[config.mk]
export PLATFORM = sky130hd
export DESIGN_NAME = vga_sync_monitor
export DESIGN_NICKNAME = d
export VERILOG_FILES = /design/src/rtl/vga_sync_monitor.sv
export SDC_FILE = /design/constraint.sdc
export NUM_CORES = 1
export LEC_CHECK = 0
export ABC_CLOCK_PERIOD_IN_PS = 11600
export CAP_MARGIN = 20
export CELL_PAD_IN_SITES_DETAIL_PLACEMENT = 0
export CELL_PAD_IN_SITES_GLOBAL_PLACEMENT = 1
export CORE_UTILIZATION = 46
export CTS_CLUSTER_DIAMETER = 100
export DETAILED_ROUTE_END_ITERATION = 10
export PLACE_DENSITY = 0.95
export RECOVER_POWER = 100
export SLEW_MARGIN = 20
export SYNTH_ARGS = -nofsm -noshare
export SYNTH_HDL_FRONTEND = slang
export SYNTH_SLANG_ARGS = --single-unit
[constraint.sdc]
create_clock -name clk -period 11.6 [get_ports clk]
set_clock_uncertainty 0.2 [all_clocks]
set_input_delay 1.16 -clock clk [delete_from_list [all_inputs] [get_ports clk]]
set_output_delay 1.16 -clock clk [all_outputs]
set_load 0.02 [all_outputs]
[src/rtl/vga_sync_monitor.sv]
// Purpose: measures h/v sync timing from an upstream VGA generator, tracks lock, flags timing/blanking errors.
// Latency: every measurement and flag is visible one clk after the sync edge/sample that produced it.
// Backpressure: none; observes a free-running sync stream every cycle and cannot stall the source.
//
// Ports:
//   clk, rst                  pixel clock, asynchronous active-high reset
//   h_sync_pulse/v_sync_pulse generator sync outputs (polarity set by SYNC_ACTIVE_LOW)
//   R, G, B                   generator colour, must be 0 while either sync is active
//   err_clr                   one-cycle pulse clearing the sticky error flags
//   h_period/h_width          clocks between h leading edges / clocks of h active
//   v_lines/v_width           lines between v leading edges / lines with v active
//   locked                    timing matched the nominal raster for a full frame
//   err_h/err_v/blank_err     sticky error flags
//   frame_count               v leading edges seen while locked (wraps)
module vga_sync_monitor #(
    parameter int H_TOTAL         = 800,
    parameter int H_PULSE         = 96,
    parameter int V_TOTAL         = 525,
    parameter int V_PULSE         = 2,
    parameter int SYNC_ACTIVE_LOW = 1
) (
    input  logic        clk,
    input  logic        rst,
    input  logic        h_sync_pulse,
    input  logic        v_sync_pulse,
    input  logic [1:0]  R,
    input  logic [1:0]  G,
    input  logic [1:0]  B,
    input  logic        err_clr,
    output logic [11:0] h_period,
    output logic [11:0] h_width,
    output logic [10:0] v_lines,
    output logic [10:0] v_width,
    output logic        locked,
    output logic        err_h,
    output logic        err_v,
    output logic        blank_err,
    output logic [15:0] frame_count
);

    localparam logic        POL       = (SYNC_ACTIVE_LOW != 0);
    localparam logic [11:0] H_TOTAL_W = 12'(H_TOTAL);
    localparam logic [11:0] H_PULSE_W = 12'(H_PULSE);
    localparam logic [10:0] V_TOTAL_W = 11'(V_TOTAL);
    localparam logic [10:0] V_PULSE_W = 11'(V_PULSE);

    typedef enum logic [1:0] {
        ST_SEARCH  = 2'd0,
        ST_MEASURE = 2'd1,
        ST_LOCKED  = 2'd2
    } state_t;

    state_t      state_q;
    logic        locked_q;
    logic        err_h_q, err_v_q, blank_err_q;
    logic [15:0] frame_count_q;

    // Previous samples hold "active" rather than the raw pin, so a reset value of 0 is the inactive level.
    logic        h_prev_q, v_prev_q;
    logic [11:0] h_cnt_q, h_cnt_d;
    logic [11:0] hw_cnt_q, hw_cnt_d;
    logic [10:0] line_cnt_q, line_cnt_d;
    logic [10:0] vw_cnt_q, vw_cnt_d;
    logic [11:0] h_period_q, h_period_d;
    logic [11:0] h_width_q, h_width_d;
    logic [10:0] v_lines_q, v_lines_d;
    logic [10:0] v_width_q, v_width_d;
    // Set once an h_period has been latched since reset / since entering MEASURE; that first one is unchecked.
    logic        h_seen_q, h_seen_d;
    logic        frame_bad_q, frame_bad_d;

    logic h_act, v_act;
    logic h_lead, h_trail, v_lead, v_trail;
    logic h_bad, v_ok, frame_bad_now;
    logic go_measure, go_locked;
    logic in_locked;
    logic set_err_h, set_err_v, set_blank;

    assign h_act   = h_sync_pulse ^ POL;
    assign v_act   = v_sync_pulse ^ POL;
    assign h_lead  = h_act & ~h_prev_q;
    assign h_trail = ~h_act & h_prev_q;
    assign v_lead  = v_act & ~v_prev_q;
    assign v_trail = ~v_act & v_prev_q;

    // A measurement is judged in the cycle it latches, using the count about to be captured.
    assign h_bad = (h_lead & h_seen_q & (h_cnt_q != H_TOTAL_W))
                 | (h_trail & (hw_cnt_q != H_PULSE_W));
    // line_cnt_q still holds the closing frame's count at the v leading edge.
    assign v_ok  = (line_cnt_q == V_TOTAL_W) && (v_width_q == V_PULSE_W);
    // An h measurement latching on the v edge itself describes the frame that is closing.
    assign frame_bad_now = frame_bad_q | h_bad;

    assign in_locked = (state_q == ST_LOCKED);
    assign set_err_h = in_locked & h_bad;
    assign set_err_v = in_locked & v_lead & ~v_ok;
    assign set_blank = (|{R, G, B}) & (h_act | v_act);

    always_comb begin
        go_measure = 1'b0;
        go_locked  = 1'b0;
        case (state_q)
            ST_SEARCH:  go_measure = v_lead;
            ST_MEASURE: go_locked  = v_lead & ~frame_bad_now & v_ok;
            ST_LOCKED:  go_measure = h_bad | (v_lead & (frame_bad_now | ~v_ok));
            default:    go_measure = 1'b1;
        endcase
    end

    always_comb begin
        h_cnt_d    = (h_cnt_q == 12'hFFF) ? h_cnt_q : h_cnt_q + 12'd1;
        h_period_d = h_period_q;
        if (h_lead) begin
            h_period_d = h_cnt_q;
            h_cnt_d    = 12'd1;
        end

        hw_cnt_d  = hw_cnt_q;
        h_width_d = h_width_q;
        if (h_trail) begin
            h_width_d = hw_cnt_q;
            hw_cnt_d  = 12'd0;
        end else if (h_act && hw_cnt_q != 12'hFFF) begin
            hw_cnt_d = hw_cnt_q + 12'd1;
        end

        // The h edge coincident with a v leading edge starts the new frame's line count.
        line_cnt_d = line_cnt_q;
        v_lines_d  = v_lines_q;
        if (v_lead) begin
            v_lines_d  = line_cnt_q;
            line_cnt_d = {10'd0, h_lead};
        end else if (h_lead && line_cnt_q != 11'h7FF) begin
            line_cnt_d = line_cnt_q + 11'd1;
        end

        vw_cnt_d  = vw_cnt_q;
        v_width_d = v_width_q;
        if (v_lead) begin
            vw_cnt_d = {10'd0, h_lead};
        end else if (v_trail) begin
            v_width_d = vw_cnt_q;
            vw_cnt_d  = 11'd0;
        end else if (v_act && h_lead && vw_cnt_q != 11'h7FF) begin
            vw_cnt_d = vw_cnt_q + 11'd1;
        end

        h_seen_d = h_seen_q | h_lead;
        if (go_measure) begin
            h_seen_d = 1'b0;
        end

        frame_bad_d = v_lead ? 1'b0 : frame_bad_now;
    end

    always_ff @(posedge clk or posedge rst) begin
        if (rst) begin
            h_prev_q    <= 1'b0;
            v_prev_q    <= 1'b0;
            h_cnt_q     <= '0;
            hw_cnt_q    <= '0;
            line_cnt_q  <= '0;
            vw_cnt_q    <= '0;
            h_period_q  <= '0;
            h_width_q   <= '0;
            v_lines_q   <= '0;
            v_width_q   <= '0;
            h_seen_q    <= 1'b0;
            frame_bad_q <= 1'b0;
        end else begin
            h_prev_q    <= h_act;
            v_prev_q    <= v_act;
            h_cnt_q     <= h_cnt_d;
            hw_cnt_q    <= hw_cnt_d;
            line_cnt_q  <= line_cnt_d;
            vw_cnt_q    <= vw_cnt_d;
            h_period_q  <= h_period_d;
            h_width_q   <= h_width_d;
            v_lines_q   <= v_lines_d;
            v_width_q   <= v_width_d;
            h_seen_q    <= h_seen_d;
            frame_bad_q <= frame_bad_d;
        end
    end

    // Lock FSM with registered status outputs; a same-cycle set beats err_clr.
    always_ff @(posedge clk or posedge rst) begin
        if (rst) begin
            state_q       <= ST_SEARCH;
            locked_q      <= 1'b0;
            err_h_q       <= 1'b0;
            err_v_q       <= 1'b0;
            blank_err_q   <= 1'b0;
            frame_count_q <= '0;
        end else begin
            if (go_measure) begin
                state_q  <= ST_MEASURE;
                locked_q <= 1'b0;
            end else if (go_locked) begin
                state_q  <= ST_LOCKED;
                locked_q <= 1'b1;
            end
            err_h_q     <= set_err_h | (err_h_q & ~err_clr);
            err_v_q     <= set_err_v | (err_v_q & ~err_clr);
            blank_err_q <= set_blank | (blank_err_q & ~err_clr);
            // Counts the edge that leaves LOCKED too, since the frame just ended was a locked one.
            if (in_locked && v_lead) begin
                frame_count_q <= frame_count_q + 16'd1;
            end
        end
    end

    assign h_period    = h_period_q;
    assign h_width     = h_width_q;
    assign v_lines     = v_lines_q;
    assign v_width     = v_width_q;
    assign locked      = locked_q;
    assign err_h       = err_h_q;
    assign err_v       = err_v_q;
    assign blank_err   = blank_err_q;
    assign frame_count = frame_count_q;

endmodule

# Word level (Yosys, flattened, before mapping)
# Index checks and enable logic that the tools add are counted.
word_totals:
  ff_bits: 118
  output_inout_bits: 66
classes:
  add_sub_neg: 5
  n_eq_ne: 11
  muxes: 17
  bitwise: 34
  reduce_logical: 13
ops:
  columns: ["operator", "count"]
  rows:
  - ["2-to-1 mux 11 bit", 5]
  - ["2-to-1 mux 12 bit", 4]
  - ["adder 12 x 1 -> 12 bit, second input constant", 2]
  - ["adder 11 x 1 -> 11 bit, second input constant", 2]
  - ["!= test 11 bit, second input constant", 2]
  - ["AND 1 bit", 17]
  - ["adder 16 x 1 -> 16 bit, second input constant", 1]
  - ["== test 12 bit, second input constant", 1]
  - ["!= test 12 x 10 -> 1 bit, second input constant", 1]
  - ["!= test 12 bit, second input constant", 1]
  - ["!= test 12 x 7 -> 1 bit, second input constant", 1]
  - ["== test 11 x 10 -> 1 bit, second input constant", 1]
  - ["== test 11 x 2 -> 1 bit, second input constant", 1]
  - ["OR 1 bit", 9]
  - ["NOT 1 bit", 8]
  - ["logical AND 1 bit", 6]
  - ["nonzero test 2 bit", 3]
  - ["OR reduction 6 bit", 1]
  - ["2-to-1 mux 1 bit", 5]
  - ["2-to-1 mux 2 bit", 2]
  - ["case mux 1 bit (3 select lines)", 1]
  - ["nonzero test 3 bit", 1]
  - ["== test 2 x 1 -> 1 bit, second input constant", 1]
  - ["== test 2 bit, second input constant", 1]
  - ["3 further kinds", 3]

# Logic depth before layout (Yosys ltp)
# Gate-level depths: netlist of the first run.
logic_depth:
  depth_word: 12
  ltp_mapped: 8

# Worst setup path before layout of the first run
# Ideal clock, no wire load.
synth_path:
  path_type: "input to register"
  from: "input v_sync_pulse"
  to: "register frame_count_q[13] (netlist: frame_count[13])"
  arrival_time_ns: 2.475
  t_required_ns: 11.271
  path_slack_ns: 8.795
  stages: 8
  n_path_buf: 1
  cell_sequence: "inv_1 ha_1 buf_2 and3b_1 nand4_1 nor3_1 nand4_1 xnor2_1"
synth_via:
  elab_chain_cells: 3
synth_rtl:
  columns: ["element", "line_no", "source"]
  rows:
  - ["start: declaration", "25", "input logic v_sync_pulse,"]
  - ["NOT 1 bit (no source line)", null, null]
  - ["AND 1 bit", "83", "assign v_lead = v_act & ~v_prev_q;"]
  - ["via v_lead", "73", "logic h_lead, h_trail, v_lead, v_trail;"]
  - ["logical AND 1 bit", "207", "if (in_locked && v_lead) begin"]
  - ["end signal: assignment", "208", "frame_count_q <= frame_count_q + 16'd1;"]
  - ["end: declaration", "56", "logic [15:0] frame_count_q;"]
# The timed path passes the listed nets, and every way through them passes these cells.
# A chain may end at the register's enable or synchronous reset.

# Final worst setup path of the first run
layout_path:
  from: "input v_sync_pulse"
  to: "register frame_count_q[13] (netlist: frame_count[13])"
layout_via:
  elab_chain_cells: 3
layout_rtl:
  columns: ["element", "line_no", "source"]
  rows:
  - ["NOT 1 bit (no source line)", null, null]
  - ["via v_act", "72", "logic h_act, v_act;"]
  - ["AND 1 bit", "83", null]
  - ["via v_lead", "73", null]
  - ["logical AND 1 bit", "207", null]
# The timed path passes the listed nets, and every way through them passes these cells.

==> impl_results.md, run 1 <==
- Global route overflow: 0
- DR vias/cell: 5.546
- Pin count of the biggest net entering global routing: 82
- Max cap viols: 2
- Clock Latency Late Sink: 0.42 ns
- Vias in the first global route: 4,219
- Post-CTS setup buffer count: 0
- Starting density of the core: 47.35%
- Synth Instances: 535
- Sequential fraction of the synthesis area: 54.15%
- Area grow syn2layout: 26.36%
- Share of layout cells above drive strength 1: 10.72%
- Period utilization: 37.77%
- Gr usage total: 20.68%
- Power per cell area: 164.1 mW/mm^2
- Worst slew margin: -12.46%
- Fin. Hold Viols: 0
- Yosys top cell area share: 54.15%
- Overall power: 1.121 mW
- Main synth FF type: dfrtp_1
- Critical path capture point type: register
- Placer Congestion: 0.8508
- Iter 0 DRT Violations: 312
- WS Path Type: in -> reg
- Synthesized area per cell: 10.11 sq um
- Fill cell count: 992
- Hold_buf cts: 0
- Number of buffers inserted by port buffering: 76
- Synth async-reset ratio: 100.0%
- Net Count, Synth: 556
- Post_cts resized: 0
- Wire length per cell: 15.20 um
- Worst setup margin: 7.219 ns
- CTS root buf: clkbuf_16
- Drt pass-1 iters: 4
- # diodes: 0
- Area leader, netlist: dfrtp_1
- HPWL Detailed: 7862 um
- Max Freq: 0.2282 GHz
- Die area: 0.01219 sq mm
- Leakage: 3.202 nW
- Origin of the worst setup path: v_sync_pulse
- # H-tree levels: 4
- Status: finished with violations
- Actual slew at the worst max-slew pin: 1.678 ns
- DRT Wirelength: 11,670 um
- R2R Path End: frame_count[13]$_DFFE_PP0P_
- Final Critical Period: 4.381 ns
- Critical Path Fanout Max: 35
- Clock sinks: 117
- CTS tree: done
- Critical Path Sink: frame_count[13]$_DFFE_PP0P_
- Vias: 4,259
- Sum of negative setup slack: 0 ns
- Setup WS pre-CTS: 7.812 ns
- Row count: 39
- Hold Crit Class: reg -> reg
- Path depth of the worst reg2reg path: 8
- R2R Setup Slk: 8.26 ns
- Failing checks: max-capacitance violations, max-slew violations
- Worst Path Required: 11.70 ns
- Clock-pin slew on the worst setup and hold paths: 0.06 ns
- Critical R2R Launch: v_prev_q$_DFF_PP0_
- Die H: 110.4 um
- Die X: 110.4 um
- Mapped Area: 0.005406 sq mm
- Count of different cell masters after synthesis: 56
- Final #Nets: 633
- DRC Markers: 0
- Core ar.: 0.01142 sq mm
- Crit path launch type: input pin
- Yosys reg bits: 117
- Initial antenna violation count: 0
- CP Data Arrival Time: 4.48 ns
- Slew Viols, Final: 74
- EDFF count, synth: 0
- Yosys warning total: 0
- Largest cells by area after synthesis: dfrtp_1, nand2_1, mux2_2
- Final ANT Viol Nets: 0
- Setup-failing EPs final: 0
- IO Count: 77
- CTS max path bufs: 2
- Peak supply drop: 86.50 uV
- Cts bufs inserted: 17
- RSZ-0062 raised after global routing: false
- First-pass GRT wire length: 20,510 um
layout make-up:
cell class                 instances  area [sq um]  share of cell area, %
sequential                       117          2928                  42.86
multi-input combinational        381          2312                  33.85
timing repair buffer              79         779.5                  11.41
clock buffer                      17         425.4                  6.227
tap                              143         178.9                  2.619
clock inverter                    15         146.4                  2.143
inverter                          16         61.31                 0.8974
per-stage QoR:
stage               util, %  hold WS [ns]  instance area, sq um  cells
finish                59.83        0.2672                  6832    768
global route          59.83        0.2888                  6832    768
CTS                   59.91        0.2755                  6840    768
detailed placement    54.90        0.2612                  6269    736
global placement      54.90        0.2570                  6269    736
floorplan                 -        0.2643                  5406    535
Yosys cell counts (2+ instances only):
master,number
dfrtp_1,117
nand2_1,101
nor2_1,48
o21ai_0,25
mux2_2,23
xnor2_1,22
nand3_1,21
nor3_1,18
inv_1,16
nand4_1,15
clkbuf_1,12
xor2_1,11
ha_1,10
a21oi_1,8
a31oi_1,7
nor4_1,7
a211oi_1,6
o31ai_1,6
and4_1,5
and2_1,3
buf_2,3
nand2b_1,3
nor4b_1,3
or3_1,3
a41oi_1,2
and3_1,2
and4b_1,2
buf_1,2
buf_6,2
nor2b_1,2
nor3b_1,2
o21ai_2,2
or2_2,2
or4_1,2
per-layer routing:
| metal | up-vias | GRT usage, % | part of all wire (%) |
|---|---|---|---|
| met4 | 0 | 8.978 | 2.0 |
| met1 | 2096 | 27.85 | 46 |
| li1 | 2024 | - | - |
| met3 | 23 | 5.159 | 4.5 |
| met5 | - | 0 | 0 |
| met2 | 116 | 31.76 | 48 |
power breakdown:
| group | total (mW) | switching (mW) | internal [mW] |
|---|---|---|---|
| combinational | 0.143 | 0.0815 | 0.0613 |
| sequential | 0.478 | 0.0352 | 0.443 |
| clock | 0.500 | 0.201 | 0.299 |
| total | 1.12 | 0.318 | 0.803 |
worst min-delay path by stage:
stage	from	to	depth (start not counted)
after global placement	h_width[8]$_DFFE_PP0P_	h_width[8]$_DFFE_PP0P_	2
after detailed placement	h_period[4]$_DFFE_PP0N_	h_period[4]$_DFFE_PP0N_	2
after CTS	h_period[4]$_DFFE_PP0N_	h_period[4]$_DFFE_PP0N_	2
after floorplan	vw_cnt_q[10]$_DFFE_PP0P_	vw_cnt_q[10]$_DFFE_PP0P_	1
final	h_width[8]$_DFFE_PP0P_	h_width[8]$_DFFE_PP0P_	2
after global routing	frame_count[15]$_DFFE_PP0P_	frame_count[15]$_DFFE_PP0P_	1
cells in the final DEF, fill, tap and decap left out, types with 3 or more instances in the layout:
master,count
inv_1,15
clkbuf_16,17
o31ai_1,6
a211oi_1,6
nor3_1,18
nand2b_1,3
ha_1,10
xnor2_1,22
nand4_1,15
nand2_1,101
o21ai_0,26
clkinv_4,5
xor2_1,11
a31oi_1,7
nor4_1,7
clkdlybuf4s50_1,6
dlygate4sd3_1,70
a21oi_1,8
nor4b_1,3
dfrtp_1,117
nor2_1,48
and4_1,5
nand3_1,21
inv_6,6
or3_1,3
mux2_2,23
sequential cells by signal (all words and copies together), names as in the netlist, 12 cells and up:
signal / flops
hw_cnt_q: 12
h_cnt_q: 12
h_width: 12
frame_count: 16
h_period: 12
kinds of logic (layout without fill, tap and decap cells):
group	count (synthesis)	in the layout	share of synthesized area, %
flip-flops	117	117	54.15
adder cells (fa/ha/maj)	10	10	2.314
AND/OR/NAND/NOR	249	249	22.29
multiplexers	23	23	4.791
AO/OA/AOI/OAI	66	66	8.100
XOR/XNOR	33	33	5.346
buffers and inverters	37	127	3.008
critical path: stages:
cell           delay, ns
dlygate4sd3_1       0.60
inv_1               0.12
ha_1                0.14
clkbuf_1            1.16
and3b_1             0.38
nand4_1             0.22
nor3_1              0.38
nand4_1             0.16
xnor2_1             0.15
Power figures use the tool's default switching activity.
==> run 2: changes to the inputs <==
--- a/config.mk
+++ b/config.mk
@@ -5,14 +5,14 @@
 export SDC_FILE = /design/constraint.sdc
 export NUM_CORES = 1
 export LEC_CHECK = 0
-export ABC_CLOCK_PERIOD_IN_PS = 11600
+export ABC_CLOCK_PERIOD_IN_PS = 4150
 export CAP_MARGIN = 20
 export CELL_PAD_IN_SITES_DETAIL_PLACEMENT = 0
 export CELL_PAD_IN_SITES_GLOBAL_PLACEMENT = 1
-export CORE_UTILIZATION = 46
+export CORE_UTILIZATION = 42
 export CTS_CLUSTER_DIAMETER = 100
 export DETAILED_ROUTE_END_ITERATION = 10
-export PLACE_DENSITY = 0.95
+export PLACE_DENSITY = 0.91
 export RECOVER_POWER = 100
 export SLEW_MARGIN = 20
 export SYNTH_ARGS = -nofsm -noshare
==> constraint.sdc (replaced) <==
create_clock -name clk -period 4.15 [get_ports clk]
set_clock_uncertainty 0.2 [all_clocks]
set_input_delay 0.415 -clock clk [delete_from_list [all_inputs] [get_ports clk]]
set_output_delay 0.415 -clock clk [all_outputs]
set_load 0.02 [all_outputs]
==> impl_results.md, run 2 (same netlist as run 1, synthesis figures left out) <==
- Max reg flops: 16 (unchanged)
- Clock-pin slew on the worst setup and hold paths: 0.05 ns (about the same)
- Setup-failing EPs final: 0 (unchanged)
- Share of layout cells above drive strength 1: 10.56% (-0.16 points)
- Critical path capture point type: register
- Gr usage total: 19.45% (-1.2 points)
- Worst slew margin: 12.99% (+25 points)
- First-pass GRT wire length: 19,820 um (-3.4%)
- Origin of the worst setup path: v_sync_pulse
- Drt pass-1 iters: 4 (unchanged)
- Slew Viols, Final: 0 (-100%)
- Clock Latency Late Sink: 0.41 ns (about the same)
- Post-route insts no fill: 797 (+3.8%)
- Gate power share: 12.1% (-0.6 points)
- Worst hold start: h_width[6]$_DFFE_PP0P_
- Peak supply drop: 194.7 uV (+130%)
- CTS root buf: clkbuf_16
- HPWL Detailed: 7942 um (+1.0%)
- Die area: 0.01333 sq mm (+9.3%)
- Number of buffers inserted by port buffering: 76 (unchanged)
- Leakage: 3.251 nW (+1.5%)
- Cts bufs inserted: 17 (unchanged)
- Commonest non-fill, non-tap cells in the layout: dfrtp_1, nand2_1, dlygate4sd3_1
- Die H: 115.5 um (+4.6%)
- Period utilization: 75.21%
- Sum of negative setup slack: 0 ns (unchanged)
- Max Freq: 0.3204 GHz
- Area grow syn2layout: 28.00%
- Pin count of the biggest net entering global routing: 70 (-15%)
- Placer Congestion: 0.8326 (-2.1%)
- Hold Crit Class: reg -> reg
- Starting density of the core: 43.02% (-4.3 points)
- Placed Instances: 765 (+3.9%)
- Post-CTS setup buffer count: 0 (unchanged)
- Leading cell type in the layout, fill and taps excluded: dfrtp_1
- # H-tree levels: 4 (unchanged)
- Vias: 4,206 (-1.2%)
- Worst Path Required: 4.22 ns (-7.48 ns)
- DRC Markers: 0 (unchanged)
- Wire length per cell: 14.62 um (-3.8%)
- # diodes: 0 (unchanged)
- Post_cts resized: 0 (unchanged)
- Clock share of power: 47.1% (+2.5 points)
- Sequential power share: 40.8% (-1.9 points)
- Fin. Hold Viols: 0 (unchanged)
- Final Critical Period: 3.121 ns
- Max incr delay on CP: 0.93 ns (-0.23 ns)
- CTS max path bufs: 2 (unchanged)
- Critical R2R Launch: v_prev_q$_DFF_PP0_
- CP top delay family: buffers and inverters
- Die X: 115.5 um (+4.6%)
- Row count: 41 (+5.1%)
- Number of buffer and inverter stages on the critical path: 3 (unchanged)
- DR vias/cell: 5.277 (-4.8%)
- Pint: 2.472 mW (+210%)
- Vias in the first global route: 3,975 (-5.8%)
- Hold_buf cts: 0 (unchanged)
- WS Path Type: in -> reg
- Status: finished, final reports clean
- CP Data Arrival Time: 3.19 ns (-1.29 ns)
- Sw power: 0.8185 mW (+160%)
- Crit path launch type: input pin
- Clock sinks: 117 (unchanged)
- CTS tree: done
- Final ANT Viol Nets: 0 (unchanged)
- DRT Wirelength: 11,650 um (-0.17%)
- CP cell instances: dlygate4sd3_1, inv_1, ha_1, clkbuf_1, nor2_1, nand2b_1, o21ai_0
- Critical path's slowest cell: clkbuf_1
- RSZ-0062 raised after global routing: false
- Max cap viols: 0 (-2)
- Critical Path Fanout Max: 27 (-23%)
- Global route overflow: 0 (unchanged)
- Core ar.: 0.01257 sq mm (+10%)
- Iter 0 DRT Violations: 293 (-6.1%)
- Initial antenna violation count: 0 (unchanged)
- Final #Nets: 633 (unchanged)
- IO Count: 77 (unchanged)
- Actual slew at the worst max-slew pin: 1.305 ns (-0.3725 ns)
- Power per cell area: 475.5 mW/mm^2 (+190%)
- Sw Share: 24.87% (-3.5 points)
[run 2: cell count changes in the layout (fill, tap and decap cells not counted), sizes merged]
cell / before / now
inv: 21 / 16
bufinv: 1 / 4
buf: 1 / 0
clkbuf: 19 / 25
clkinvlp: 3 / 0
[run 2: final cells by class]
cell class / count / area (sq um)
clock buffers: 22 / 484.2
clock inverters: 10 / 150.1
fillers: 1077 / 5648
inverters: 16 / 62.56
multi-input cells: 381 / 2307
flip-flops and latches: 117 / 2928
well taps: 172 / 215.2
repair buffers: 79 / 773.2
[run 2: path summary, 6_finish.rpt]
path | endpoint | slack (ns) | cells after the start
setup / recovery | vw_cnt_q[2]$_DFFE_PP0P_ | 1.03 | 7
hold / removal | h_width[6]$_DFFE_PP0P_ | 0.26 | 2
setup reg to reg | vw_cnt_q[2]$_DFFE_PP0P_ | 1.35 | 6
hold reg to reg | h_width[6]$_DFFE_PP0P_ | 0.26 | 2
max in group asynchronous | line_cnt_q[8]$_DFFE_PP0P_ | 1.61 | 3
min in group asynchronous | frame_count[8]$_DFFE_PP0P_ | 0.45 | 2
[run 2: power groups by stage]
stage / registers [mW] / clock network, mW / logic [mW]
after detailed placement: 1.36 / 0 / 0.423
after global routing: 1.36 / 1.64 / 0.445
after floorplan: 1.38 / 0 / 0.218
final: 1.34 / 1.55 / 0.399
after CTS: 1.34 / 1.57 / 0.428
after global placement: 1.35 / 0 / 0.410
[run 2: worst register-to-register path, stage by stage (launching register included)]
cell	delay [ns]
dfrtp_1	0.38
inv_1	0.06
ha_1	0.32
clkbuf_1	0.93
nor2_1	0.26
nand2b_1	0.38
o21ai_0	0.15
[run 2: stage by stage]
stage	setup slack [ns]	hold WS (ns)	total power, mW	cell area (sq um)	utilization, %
2_1_floorplan	0.4342	0.2643	1.601	5406	-
3_3_place_gp	1.359	0.2578	1.764	6317	50.26
3_5_place_dp	1.273	0.2623	1.783	6317	50.26
4_1_cts	1.542	0.2735	3.344	6952	55.31
5_1_grt	0.7911	0.2798	3.444	6920	55.06
6_report	1.029	0.2621	3.291	6920	55.06
[run 2: per-layer routing]
metal  wire length (um)  share of wire, %  track usage (%)
met5                  0                 0                0
met1               5443                47            25.99
met3                573               4.9            5.230
met2               5509                47            30.34
met4                123               1.1            7.359
==> run 3: changes to the inputs <==
--- a/config.mk
+++ b/config.mk
@@ -5,7 +5,7 @@
 export SDC_FILE = /design/constraint.sdc
 export NUM_CORES = 1
 export LEC_CHECK = 0
-export ABC_CLOCK_PERIOD_IN_PS = 4150
+export ABC_CLOCK_PERIOD_IN_PS = 3000
 export CAP_MARGIN = 20
 export CELL_PAD_IN_SITES_DETAIL_PLACEMENT = 0
 export CELL_PAD_IN_SITES_GLOBAL_PLACEMENT = 1
==> constraint.sdc (replaced) <==
create_clock -name clk -period 3 [get_ports clk]
set_clock_uncertainty 0.2 [all_clocks]
set_input_delay 0.3 -clock clk [delete_from_list [all_inputs] [get_ports clk]]
set_output_delay 0.3 -clock clk [all_outputs]
set_load 0.02 [all_outputs]
==> impl_results.md, run 3 (same netlist as run 1, synthesis figures left out) <==
- Status: finished, final reports clean
- WHS Endpoint: h_width[6]$_DFFE_PP0P_
- CTS max path bufs: 2 (unchanged)
- Die X: 115.5 um (unchanged)
- Gr usage total: 18.98% (-0.46 points)
- Crit path launch type: register
- Iter 0 DRT Violations: 252 (-14%)
- Critical Path Fanout Max: 14 (-48%)
- DRT Wirelength: 11,390 um (-2.2%)
- RSZ-0062 raised after global routing: false
- Cts bufs inserted: 17 (unchanged)
- Wire length per cell: 14.22 um (-2.7%)
- R2R Setup Slk: 0.48 ns (-0.87 ns)
- R2R Path End: vw_cnt_q[2]$_DFFE_PP0P_
- Overall power: 4.627 mW (+41%)
- Leakage: 3.270 nW (+0.60%)
- CP cell instances: ha_1, nand3_1, or2_2, o21ai_2, nand2b_1, o21ai_0
- Hold Crit Class: reg -> reg
- Setup-failing EPs final: 0 (unchanged)
- # H-tree levels: 4 (unchanged)
- Worst Path Required: 3.08 ns (-1.14 ns)
- Clock-pin slew on the worst setup and hold paths: 0.06 ns (about the same)
- Die H: 115.5 um (unchanged)
- Commonest non-fill, non-tap cells in the layout: dfrtp_1, nand2_1, dlygate4sd3_1
- Final ANT Viol Nets: 0 (unchanged)
- Hold_buf cts: 0 (unchanged)
- Worst slew margin: 3.056% (-9.9 points)
- IO Count: 77 (unchanged)
- Final Critical Period: 2.524 ns
- Row count: 41 (unchanged)
- Worst setup margin: 0.4758 ns (-0.5530 ns)
- Initial antenna violation count: 0 (unchanged)
- Area grow syn2layout: 28.65%
- Period utilization: 84.14%
- Clock Latency Late Sink: 0.42 ns (about the same)
- Post_cts resized: 0 (unchanged)
- Hold slack: 0.2626 ns (+0.0004440 ns)
- Global route overflow: 0 (unchanged)
- Max cap viols: 0 (unchanged)
- Worst hold start: h_width[6]$_DFFE_PP0P_
- Power per cell area: 665.2 mW/mm^2 (+40%)
- DR vias/cell: 5.277 (about the same)
- # diodes: 0 (unchanged)
- Path depth of the worst reg2reg path: 6 (unchanged)
- Sw Share: 24.37% (-0.51 points)
- Pin count of the biggest net entering global routing: 36 (-49%)
- Share of layout cells above drive strength 1: 10.81% (+0.25 points)
- Slew Viols, Final: 0 (unchanged)
- WS Path Type: reg -> reg
- Gate power share: 11.8% (-0.3 points)
- Leading cell type in the layout, fill and taps excluded: dfrtp_1
- DRC Markers: 0 (unchanged)
- HPWL Detailed: 7906 um (-0.46%)
- Sum of negative setup slack: 0 ns (unchanged)
- Post-CTS setup buffer count: 0 (unchanged)
- Max Freq: 0.3962 GHz
- Fill cell count: 1,105 (+2.6%)
- Pint: 3.499 mW (+42%)
- Vias: 4,227 (+0.50%)
- Critical path capture point type: register
- Fin. Hold Viols: 0 (unchanged)
- Peak supply drop: 384.1 uV (+97%)
- Sw power: 1.128 mW (+38%)
- Final #Nets: 638 (+0.79%)
- Core ar.: 0.01257 sq mm (unchanged)
- Max reg flops: 16 (unchanged)
- Critical path's slowest cell: o21ai_2
- Drt pass-1 iters: 5 (+1)
- CP Data Arrival Time: 2.61 ns (-0.58 ns)
- Clock sinks: 117 (unchanged)
- CTS root buf: clkbuf_16
- Vias in the first global route: 3,962 (-0.33%)
- Placer Congestion: 0.8744 (+5.0%)
- Actual slew at the worst max-slew pin: 1.446 ns (+0.1410 ns)
- Hold path cells: 2 (unchanged)
- Sequential power share: 40.0% (-0.8 points)
- Clock share of power: 48.1% (+1.0 points)
- CTS tree: done
- Max incr delay on CP: 0.42 ns (-0.51 ns)
- Number of buffers inserted by port buffering: 76 (unchanged)
- Critical R2R Launch: vw_cnt_q[0]$_DFFE_PP0P_
- Setup WS pre-CTS: 0.4004 ns (-0.8723 ns)
- Die area: 0.01333 sq mm (unchanged)
- First-pass GRT wire length: 19,430 um (-2.0%)
- Starting density of the core: 43.02% (unchanged)
==> run 3: cell count changes in the layout (fill, tap and decap cells not counted), sizes merged <==
cell	delta
buf	+2
clkbuf	+2
clkinvlp	+1
inv	-1
bufinv	+1
clkinv	-1
==> run 3: worst max path at each step <==
stage | to | depth (start not counted) | slack (ns) | start
after floorplan | frame_count[13]$_DFFE_PP0P_ | 8 | 1.03 | v_prev_q$_DFF_PP0_
after global placement | vw_cnt_q[7]$_DFFE_PP0P_ | 7 | 0.47 | v_sync_pulse
after detailed placement | vw_cnt_q[7]$_DFFE_PP0P_ | 7 | 0.40 | v_sync_pulse
after CTS | vw_cnt_q[7]$_DFFE_PP0P_ | 6 | 0.53 | vw_cnt_q[0]$_DFFE_PP0P_
after global routing | h_width[8]$_DFFE_PP0P_ | 3 | 0.31 | rst
final | vw_cnt_q[2]$_DFFE_PP0P_ | 6 | 0.48 | vw_cnt_q[0]$_DFFE_PP0P_
==> run 3: metal layers <==
metal  vias to the layer above  GRT usage, %  part of all wire, %
met5                         -             0                    0
met4                         0         7.619                  1.5
met3                        16         5.439                  6.3
met2                       146         28.42                   44
met1                      2037         26.02                   48
li1                       2028             -                    -
==> run 3: power groups by stage <==
stage / Sequential, mW / Combinational (mW) / Clock [mW]
after floorplan: 1.91 / 0.302 / 0
after global placement: 1.87 / 0.572 / 0
after detailed placement: 1.88 / 0.586 / 0
after CTS: 1.86 / 0.590 / 2.26
after global routing: 1.88 / 0.613 / 2.34
final: 1.85 / 0.547 / 2.23
==> run 3: cell type report <==
| cell class | count | area [sq um] | area share, % |
|---|---|---|---|
| inverters | 16 | 61.31 | 0.8815 |
| well taps | 172 | 215.2 | 3.094 |
| clock buffers | 21 | 480.5 | 6.908 |
| repair buffers | 84 | 802.0 | 11.53 |
| flip-flops and latches | 117 | 2928 | 42.09 |
| multi-input cells | 381 | 2293 | 32.97 |
| clock inverters | 10 | 175.2 | 2.518 |
==> run 3: through the flow <==
stage / cells / util [%] / area [sq um]
6_report: 801 / 55.34 / 6955
2_1_floorplan: 535 / - / 5410
3_5_place_dp: 770 / 50.69 / 6371
5_1_grt: 801 / 55.34 / 6955
4_1_cts: 801 / 55.91 / 7027
3_3_place_gp: 770 / 50.69 / 6371
==> run 3: critical path, delay by kind of cell (launching register included) <==
family	cells	cell delay, ns
flip-flops	1	0.41
AND/OR/NAND/NOR	3	0.99
AO/OA/AOI/OAI	2	0.57
adder cells (fa/ha/maj)	1	0.22
